==> src/rtl/osc_pkg.sv <==
// Shared widths, LFSR constants and wave-select codes for the oscillator voice.
// The parabolic sine shaper lives here so other voices can reuse it.
package osc_pkg;

   localparam int PHASE_W  = 24;
   localparam int SAMPLE_W = 8;
   localparam int LFSR_W   = 16;

   localparam logic [LFSR_W-1:0] LFSR_SEED = 16'hACE1;
   localparam logic [LFSR_W-1:0] LFSR_TAPS = 16'hB400;

   typedef enum logic [2:0] {
      WAVE_SQUARE   = 3'd0,
      WAVE_SAW      = 3'd1,
      WAVE_TRIANGLE = 3'd2,
      WAVE_SINE     = 3'd3,
      WAVE_NOISE    = 3'd4
   } wave_sel_e;

   // Takes phase[23:15]; x*(255-x) peaks at 16256, so h fits in 7 bits.
   function automatic logic [SAMPLE_W-1:0] sine_approx(input logic [8:0] ph_top);
      logic [15:0] x16;
      logic [15:0] prod;
      logic [7:0]  h;
      x16  = {8'd0, ph_top[7:0]};
      prod = x16 * (16'd255 - x16);
      h    = {1'b0, prod[13:7]};
      sine_approx = ph_top[8] ? (8'd128 - h) : (8'd128 + h);
   endfunction

endpackage

==> src/rtl/delta_sigma_dac.sv <==
// First-order delta-sigma modulator: ones density on dac_o equals data_i/256.
module delta_sigma_dac
   import osc_pkg::*;
(
   input  logic                clk_i,
   input  logic                rst_i,
   input  logic [SAMPLE_W-1:0] data_i,
   output logic                dac_o
);

   logic [SAMPLE_W-1:0] acc_q;
   logic                dac_q;
   logic [SAMPLE_W:0]   sum_d;

   // Only the low byte is kept; the carry is the output bit.
   assign sum_d = {1'b0, acc_q} + {1'b0, data_i};

   always_ff @(posedge clk_i or posedge rst_i) begin
      if (rst_i) begin
         acc_q <= '0;
         dac_q <= 1'b0;
      end else begin
         acc_q <= sum_d[SAMPLE_W-1:0];
         dac_q <= sum_d[SAMPLE_W];
      end
   end

   assign dac_o = dac_q;

endmodule

==> src/rtl/phase_accumulator.sv <==
// 24-bit phase accumulator; carry out of the top bit is discarded.
module phase_accumulator
   import osc_pkg::*;
(
   input  logic               clk_i,
   input  logic               rst_i,
   input  logic               enable_i,
   input  logic [PHASE_W-1:0] frequency_i,
   output logic [PHASE_W-1:0] phase_o
);

   logic [PHASE_W-1:0] phase_q;
   logic [PHASE_W-1:0] phase_d;

   always_comb begin
      phase_d = phase_q;
      if (enable_i) phase_d = phase_q + frequency_i;
   end

   always_ff @(posedge clk_i or posedge rst_i) begin
      if (rst_i) phase_q <= '0;
      else       phase_q <= phase_d;
   end

   assign phase_o = phase_q;

endmodule

==> src/rtl/waveform_generators.sv <==
// Parallel shapers fed by the top nine phase bits; square is combinational,
// saw/triangle/sine are registered one clock behind the phase, noise is an LFSR.
module waveform_generators
   import osc_pkg::*;
(
   input  logic                clk_i,
   input  logic                rst_i,
   input  logic                enable_i,
   input  logic [8:0]          phase_top_i,
   input  logic [SAMPLE_W-1:0] duty_i,
   output logic [SAMPLE_W-1:0] square_o,
   output logic [SAMPLE_W-1:0] saw_o,
   output logic [SAMPLE_W-1:0] tri_o,
   output logic [SAMPLE_W-1:0] sine_o,
   output logic [SAMPLE_W-1:0] noise_o
);

   logic [SAMPLE_W-1:0] saw_q,  saw_d;
   logic [SAMPLE_W-1:0] tri_q,  tri_d;
   logic [SAMPLE_W-1:0] sine_q, sine_d;
   logic [LFSR_W-1:0]   lfsr_q, lfsr_d;
   logic [7:0]          x;

   assign x = phase_top_i[7:0];

   always_comb begin
      saw_d  = phase_top_i[8:1];
      tri_d  = phase_top_i[8] ? ~x : x;
      sine_d = sine_approx(phase_top_i);
      lfsr_d = lfsr_q;
      if (enable_i)
         lfsr_d = {1'b0, lfsr_q[LFSR_W-1:1]} ^ (lfsr_q[0] ? LFSR_TAPS : '0);
   end

   // Shapers follow the phase every clock, so they freeze whenever the phase does.
   always_ff @(posedge clk_i or posedge rst_i) begin
      if (rst_i) begin
         saw_q  <= '0;
         tri_q  <= '0;
         sine_q <= 8'd128;
         lfsr_q <= LFSR_SEED;
      end else begin
         saw_q  <= saw_d;
         tri_q  <= tri_d;
         sine_q <= sine_d;
         lfsr_q <= lfsr_d;
      end
   end

   assign square_o = (phase_top_i[8:1] < duty_i) ? 8'hFF : 8'h00;
   assign saw_o    = saw_q;
   assign tri_o    = tri_q;
   assign sine_o   = sine_q;
   assign noise_o  = lfsr_q[SAMPLE_W-1:0];

endmodule

==> src/rtl/osc_wave_dac_core.sv <==
// Single oscillator voice: phase accumulator, waveform shapers, selector mux
// and a 1-bit PDM DAC on the selected sample.
module osc_wave_dac_core
   import osc_pkg::*;
(
   input  logic                clk,
   input  logic                rst,
   input  logic                enable,
   input  logic [PHASE_W-1:0]  frequency,
   input  logic [SAMPLE_W-1:0] duty_cycle,
   input  logic [2:0]          wave_select,
   output logic [PHASE_W-1:0]  phase_out,
   output logic [SAMPLE_W-1:0] square_out,
   output logic [SAMPLE_W-1:0] sawtooth_out,
   output logic [SAMPLE_W-1:0] triangle_out,
   output logic [SAMPLE_W-1:0] sine_out,
   output logic [SAMPLE_W-1:0] noise_out,
   output logic [SAMPLE_W-1:0] selected_wave,
   output logic                dac_out
);

   phase_accumulator u_phase (
      .clk_i       (clk),
      .rst_i       (rst),
      .enable_i    (enable),
      .frequency_i (frequency),
      .phase_o     (phase_out)
   );

   waveform_generators u_wave (
      .clk_i       (clk),
      .rst_i       (rst),
      .enable_i    (enable),
      .phase_top_i (phase_out[PHASE_W-1:PHASE_W-9]),
      .duty_i      (duty_cycle),
      .square_o    (square_out),
      .saw_o       (sawtooth_out),
      .tri_o       (triangle_out),
      .sine_o      (sine_out),
      .noise_o     (noise_out)
   );

   // Unused select codes fall back to square.
   always_comb begin
      selected_wave = square_out;
      case (wave_sel_e'(wave_select))
         WAVE_SAW:      selected_wave = sawtooth_out;
         WAVE_TRIANGLE: selected_wave = triangle_out;
         WAVE_SINE:     selected_wave = sine_out;
         WAVE_NOISE:    selected_wave = noise_out;
         default:       selected_wave = square_out;
      endcase
   end

   delta_sigma_dac u_dac (
      .clk_i  (clk),
      .rst_i  (rst),
      .data_i (selected_wave),
      .dac_o  (dac_out)
   );

endmodule

==> config.mk <==
export PLATFORM = sky130hd
export DESIGN_NAME = osc_wave_dac_core
export DESIGN_NICKNAME = d
export VERILOG_FILES = /design/src/rtl/osc_pkg.sv /design/src/rtl/delta_sigma_dac.sv /design/src/rtl/phase_accumulator.sv /design/src/rtl/waveform_generators.sv /design/src/rtl/osc_wave_dac_core.sv
export SDC_FILE = /design/constraint.sdc
export NUM_CORES = 1
export LEC_CHECK = 0
export CAP_MARGIN = 20
export CORE_MARGIN = 2
export CORE_UTILIZATION = 40
export DETAILED_ROUTE_END_ITERATION = 12
export GPL_TIMING_DRIVEN = 0
export PLACE_DENSITY = 0.71
export SETUP_SLACK_MARGIN = 0.1
export SYNTH_ARGS = -nofsm -noshare
export SYNTH_HDL_FRONTEND = slang
export SYNTH_SLANG_ARGS = --single-unit
export TNS_END_PERCENT = 20
==> constraint.sdc <==
create_clock -name clk -period 8.6 [get_ports clk]
set_input_delay 2.58 -clock clk [delete_from_list [all_inputs] [get_ports clk]]
set_output_delay 2.58 -clock clk [all_outputs]
set_load 0.02 [all_outputs]
==> impl_metrics.csv, run 1 <==
group,metric,value,unit
finish,area_growth_syn_to_layout,26.1,%
logic_synthesis,synth_fa_ha_area_frac,0.235,
logic_synthesis,synth_simple_gate_area_frac,0.120,
logic_synthesis,ys_seq_area_frac,0.287,
clocking,cts_buffers,9,
floorplan,ioPinCount,111,
logic_synthesis,async_flop_share,1.00,
placed_design,dpl.hpwl,11900,microns
worst_setup_path,r2r_start,"u_phase.phase_o[18]$_DFFE_PP0P_",
finish,diodes,0,
logic_synthesis,synth_xor_area_frac,0.0657,
worst_setup_path,r2r_setup_slack,2.86,ns
finish,fin_area,0.00806,sq mm
run,maxCapViolCount,0,
worst_setup_path,cp-endpoint,"selected_wave[3]",
grt,gr-total-overflow,0,
logic_synthesis,synth-warning-count,0,
logic_synthesis,synth-compound-area-share,0.150,
grt,antenna_found_initial,0,
logic_synthesis,synth_edf_count,0,
finish,seqCellArea,0.00184,sq mm
worst_setup_path,crit-reg2reg-capture,"u_wave.sine_o[6]$_DFF_PP0_",
clocking,clock-sinks,73,
route,num_vias,5218,
logic_synthesis,synth_area,0.00640,sq mm
logic_synthesis,synth_nets,812,
worst_setup_path,cp_data_required_time,6.02,ns
sta,rsz0062_at_grt,"no",
placed_design,dp.cells,994,
logic_synthesis,ys_ff_latch,73,
finish,fin_nets,930,
route,drt_iter0_drc,241,
sta,post-route-period-util,0.934,
worst_setup_path,reg2reg_depth,18,
status,status,"finished, final reports clean",
finish,final_common_cell,"clkdlybuf4s50_1",
min_path,worstHoldPathType,"flop to flop",
route,wl,15300,microns
sta,setup-tns-final,0,ns
worst_setup_path,crit_arrival,5.46,ns
worst_setup_path,critPathLaunchType,"primary input",
placed_design,io_buffers,106,
sta,relSlewSlack,0.560,
route,detail-route-antenna-nets,0,
sta,worst_slew_pin_slew,0.660,ns
sta,setup_viol,0,
route,drc,0,
grt,grt_max_degree,65,
logic_synthesis,synth_top_family_by_area,"adder cells",
grt,grt_pass1_vias,5007,
route,drtPass1Iterations,6,
sta,clock_skew,0.00761,ns
sta,slew_violations,0,
sta,holdWs,0.459,ns
clocking,cts_resized,0,
finish,finalNonFillerCells,1010,
finish,drive_gt1_frac,0.0995,
sta,hold_viol,0,
clocking,ctsHoldBuffers,0,
grt,grt_pass1_wl,24800,microns
finish,multiInputGateArea,0.00411,sq mm
floorplan,initial_utilization,0.406,
floorplan,die_x,130,microns
clocking,cts_post_setup_buffers_inserted,0,
worst_setup_path,end_kind,"output port",
worst_setup_path,critPathLaunch,"duty_cycle[5]",
floorplan,core_area,0.0158,sq mm
placed_design,post_dp_cell_area,0.00776,sq mm
logic_synthesis,syn_avg_cell_area,9.53,sq um
worst_setup_path,cp_max_fo,10,
sta,period_needed,8.04,ns
floorplan,fp.dieArea,0.0170,sq mm
clocking,clk_latency,0.34,ns
logic_synthesis,synthCells,671,
clocking,clock_path_buffers,2,
clocking,cts_tree,"built",
placed_design,gp_congestion,0.854,
logic_synthesis,synth_mux_area_frac,0.0698,
floorplan,die_h,130,microns
clocking,cts-root-buf,"clkbuf_16",
route,viasPerCell,5.17,
route,wl_per_cell,15.1,microns
sta,fmax,0.124,GHz
clocking,path_clk_slew,0.06,ns
logic_synthesis,synth_cell_types,55,
clocking,h-tree-depth,3,
floorplan,rows,46,
finish,fillers,1497,
logic_synthesis,synth_ff_type,"dfrtp_1",
finish,final_cell_mix,"106 x clkdlybuf4s50_1, 74 x ha_1, 64 x dfrtp_1",
grt,grt_util_all_layers,0.185,
worst_setup_path,crit_type,"primary input to output port",
==> registers in the layout, indices dropped and copies added (netlist names) <==
signal           cells
u_phase.phase_o     24
u_wave.lfsr_q       16
u_wave.sine_o        8
u_dac.acc_q          8
u_dac.dac_o          1
u_wave.tri_o         8
u_wave.saw_o         8
==> layer usage <==
layer	track usage	up-vias	part of all wire
met5	0	-	0
met4	0.0707	0	0.028
met3	0.0305	28	0.062
met2	0.293	184	0.45
met1	0.254	2476	0.46
li1	-	2530	-
==> Yosys cell counts (4+ instances only) <==
library cell | number | share of area
inv_1 | 61 | 0.036
clkbuf_1 | 24 | 0.014
nand4_1 | 5 | 0.0049
o21a_1 | 7 | 0.0082
nor2b_1 | 19 | 0.019
buf_4 | 15 | 0.018
a21oi_1 | 48 | 0.038
o21ai_0 | 17 | 0.013
nand2b_1 | 11 | 0.011
xor2_1 | 18 | 0.025
ha_1 | 74 | 0.14
nor3_1 | 11 | 0.0086
nand2_1 | 46 | 0.027
nor2_1 | 38 | 0.022
dfrtp_1 | 64 | 0.25
fa_1 | 29 | 0.091
xnor2_1 | 30 | 0.041
nor4_1 | 4 | 0.0039
mux2i_1 | 12 | 0.019
and3_1 | 4 | 0.0039
nand3_1 | 9 | 0.0070
o31ai_1 | 8 | 0.0094
a31oi_1 | 8 | 0.0078
mux2_2 | 29 | 0.051
dfstp_2 | 9 | 0.037
and2_1 | 4 | 0.0039
a21o_1 | 24 | 0.028
==> final cells by class <==
class | instances | area share
sequential | 73 | 0.228
timing repair buffer | 107 | 0.135
buffer | 41 | 0.0270
clock buffer | 10 | 0.0296
inverter | 63 | 0.0296
multi-input combinational | 494 | 0.509
clock inverter | 6 | 0.00822
tap | 216 | 0.0335
==> stage by stage <==
stage | worst slack (ns) | util
finish | 0.565 | 0.511
global placement | 0.616 | 0.490
floorplan | 1.66 | -
global route | 0.435 | 0.511
CTS | 0.602 | 0.511
detailed placement | 0.612 | 0.492
==> cell families (layout without fill, tap and decap cells) <==
family	count (synthesis)	count (layout)
simple gates	159	159
mux	41	41
xor+xnor	48	48
buf+inv	104	227
compound gates	143	143
flops	73	73
fa+ha+maj	103	103
==> critical path, cell delays in order <==
cell             delay [ns]
clkdlybuf4s50_1        0.46
inv_1                  0.04
ha_1                   0.28
o21a_1                 0.19
o21a_1                 0.18
a21oi_1                0.23
o21a_1                 0.38
a22oi_1                0.17
a21oi_1                0.28
clkdlybuf4s50_1        0.67
==> worst min path at each step <==
stage	from	endpoint	slack [ns]	depth (start not counted)
global route	u_phase.phase_o[23]$_DFFE_PP0P_	u_wave.saw_o[7]$_DFF_PP0_	0.48	0
finish	u_phase.phase_o[23]$_DFFE_PP0P_	u_wave.saw_o[7]$_DFF_PP0_	0.46	0
detailed placement	u_phase.phase_o[23]$_DFFE_PP0P_	u_wave.saw_o[7]$_DFF_PP0_	0.44	0
floorplan	u_dac.acc_q[0]$_DFF_PP0_	u_dac.acc_q[0]$_DFF_PP0_	0.44	1
CTS	u_phase.phase_o[23]$_DFFE_PP0P_	u_wave.saw_o[7]$_DFF_PP0_	0.46	0
global placement	u_phase.phase_o[23]$_DFFE_PP0P_	u_wave.saw_o[7]$_DFF_PP0_	0.44	0
Power of run 1 is not shown: default switching activity piles up to over one toggle a cycle in this logic, so the estimate is an artifact.
==> run 2, diff against run 1 <==
Settings changed: SLEW_MARGIN from default to 20.
==> run 2 against run 1 <==
Compared with the run above: register-to-register slack lost 0.02 ns; via count shrank 0.48%; worst setup slack gained 0.038 ns; largest cell class unchanged; utilization grew 0.056 points; routed wire length grew 1.4%; final area grew 0.11%; cell count is the same.
==> impl_metrics.csv, run 2 (same netlist as run 1, synthesis figures left out) <==
group,metric,value,unit
floorplan,fp.dieArea,0.0170,sq mm
run,maxCapViolCount,0,
placed_design,io_buffers,106,
route,num_vias,5193,
route,drtPass1Iterations,5,
sta,fmax,0.125,GHz
clocking,h-tree-depth,3,
route,wl,15500,microns
worst_setup_path,critPathLaunchType,"primary input",
worst_setup_path,crit_type,"primary input to output port",
sta,holdWs,0.469,ns
clocking,clock-sinks,73,
worst_setup_path,r2r_start,"u_phase.phase_o[18]$_DFFE_PP0P_",
finish,largest_reg_flops,24,
sta,setup_viol,0,
clocking,cts_buffers,9,
clocking,path_clk_slew,0.05,ns
sta,period_needed,8.00,ns
clocking,cts_post_setup_buffers_inserted,0,
grt,grt_pass1_wl,25200,microns
finish,fin_area,0.00807,sq mm
min_path,worstHoldPathType,"flop to flop",
route,wl_per_cell,15.4,microns
clocking,clk_latency,0.34,ns
finish,final_common_cell,"clkdlybuf4s50_1",
worst_setup_path,cp_data_required_time,6.02,ns
clocking,cts_resized,0,
finish,fillers,1514,
grt,antenna_found_initial,0,
floorplan,rows,46,
floorplan,ioPinCount,111,
placed_design,gp_congestion,0.854,
worst_setup_path,reg2reg_depth,18,
placed_design,dpl.hpwl,12000,microns
clocking,cts-root-buf,"clkbuf_16",
route,detail-route-antenna-nets,0,
grt,grt_util_all_layers,0.189,
worst_setup_path,end_kind,"output port",
finish,area_growth_syn_to_layout,26.2,%
worst_setup_path,cp-endpoint,"selected_wave[3]",
finish,drive_gt1_frac,0.0995,
floorplan,die_h,130,microns
worst_setup_path,cp_max_fo,10,
grt,gr-total-overflow,0,
floorplan,die_x,130,microns
sta,worst_slew_pin_slew,0.667,ns
floorplan,core_area,0.0158,sq mm
sta,relSlewSlack,0.555,
sta,hold_viol,0,
grt,grt_max_degree,52,
grt,grt_pass1_vias,5083,
worst_setup_path,crit-reg2reg-capture,"u_wave.sine_o[6]$_DFF_PP0_",
route,drc,0,
worst_setup_path,critPathLaunch,"duty_cycle[5]",
sta,timing.final.ws_setup,0.602,ns
clocking,ctsHoldBuffers,0,
sta,setup-tns-final,0,ns
sta,slew_violations,0,
floorplan,initial_utilization,0.406,
route,viasPerCell,5.14,
sta,rsz0062_at_grt,"no",
route,drt_iter0_drc,199,
worst_setup_path,r2r_setup_slack,2.84,ns
sta,clock_skew,0.0124,ns
sta,post-route-period-util,0.930,
worst_setup_path,crit_arrival,5.42,ns
finish,fin_nets,930,
placed_design,place_ws,0.600,ns
placed_design,post_dp_cell_area,0.00776,sq mm
status,status,"finished, final reports clean",
finish,final_cell_mix,"106 x clkdlybuf4s50_1, 74 x ha_1, 64 x dfrtp_1",
clocking,clock_path_buffers,2,
finish,diodes,0,
clocking,cts_tree,"built",
[run 2: cell types whose count changed in the layout (fill, tap and decap cells not counted)]
cell | previous run | this run
clkbuf_8 | 1 | 2
clkinv_2 | 1 | 0
[run 2: final cells by class]
class,instances,area [sq um],area share
clock inverters,5,61.3,0.00759
clock buffers,11,253,0.0313
plain buffers,41,218,0.0270
multi-input cells,494,4110,0.509
flip-flops and latches,73,1840,0.228
repair buffers,107,1090,0.135
inverters,63,239,0.0296
well taps,216,270,0.0335
[run 2: worst min-delay path by stage]
stage / cells past startpoint / from / to
floorplan: 1 / u_dac.acc_q[0]$_DFF_PP0_ / u_dac.acc_q[0]$_DFF_PP0_
global placement: 0 / u_phase.phase_o[23]$_DFFE_PP0P_ / u_wave.saw_o[7]$_DFF_PP0_
detailed placement: 0 / u_phase.phase_o[23]$_DFFE_PP0P_ / u_wave.saw_o[7]$_DFF_PP0_
CTS: 1 / u_dac.acc_q[0]$_DFF_PP0_ / u_dac.acc_q[0]$_DFF_PP0_
global route: 1 / u_dac.acc_q[0]$_DFF_PP0_ / u_dac.acc_q[0]$_DFF_PP0_
finish: 1 / u_dac.acc_q[0]$_DFF_PP0_ / u_dac.acc_q[0]$_DFF_PP0_
[run 2: through the flow]
stage | std cells | utilization
2_1_floorplan | 671 | -
3_3_place_gp | 993 | 0.490
3_5_place_dp | 994 | 0.492
4_1_cts | 1010 | 0.512
5_1_grt | 1010 | 0.512
6_report | 1010 | 0.512
[run 2: worst max-delay path: stages]
cell	delay (ns)
clkdlybuf4s50_1	0.46
inv_1	0.04
ha_1	0.28
o21a_1	0.19
o21a_1	0.18
a21oi_1	0.21
o21a_1	0.37
a22oi_1	0.18
a21oi_1	0.26
clkdlybuf4s50_1	0.66
[run 2: metal layers]
layer,up-vias,share of wire,GRT usage
met4,0,0.019,0.0607
li1,2535,-,-
met1,2467,0.45,0.251
met2,171,0.46,0.310
met5,-,0,0
met3,20,0.067,0.0419
Power of run 2 is left out for the same reason.
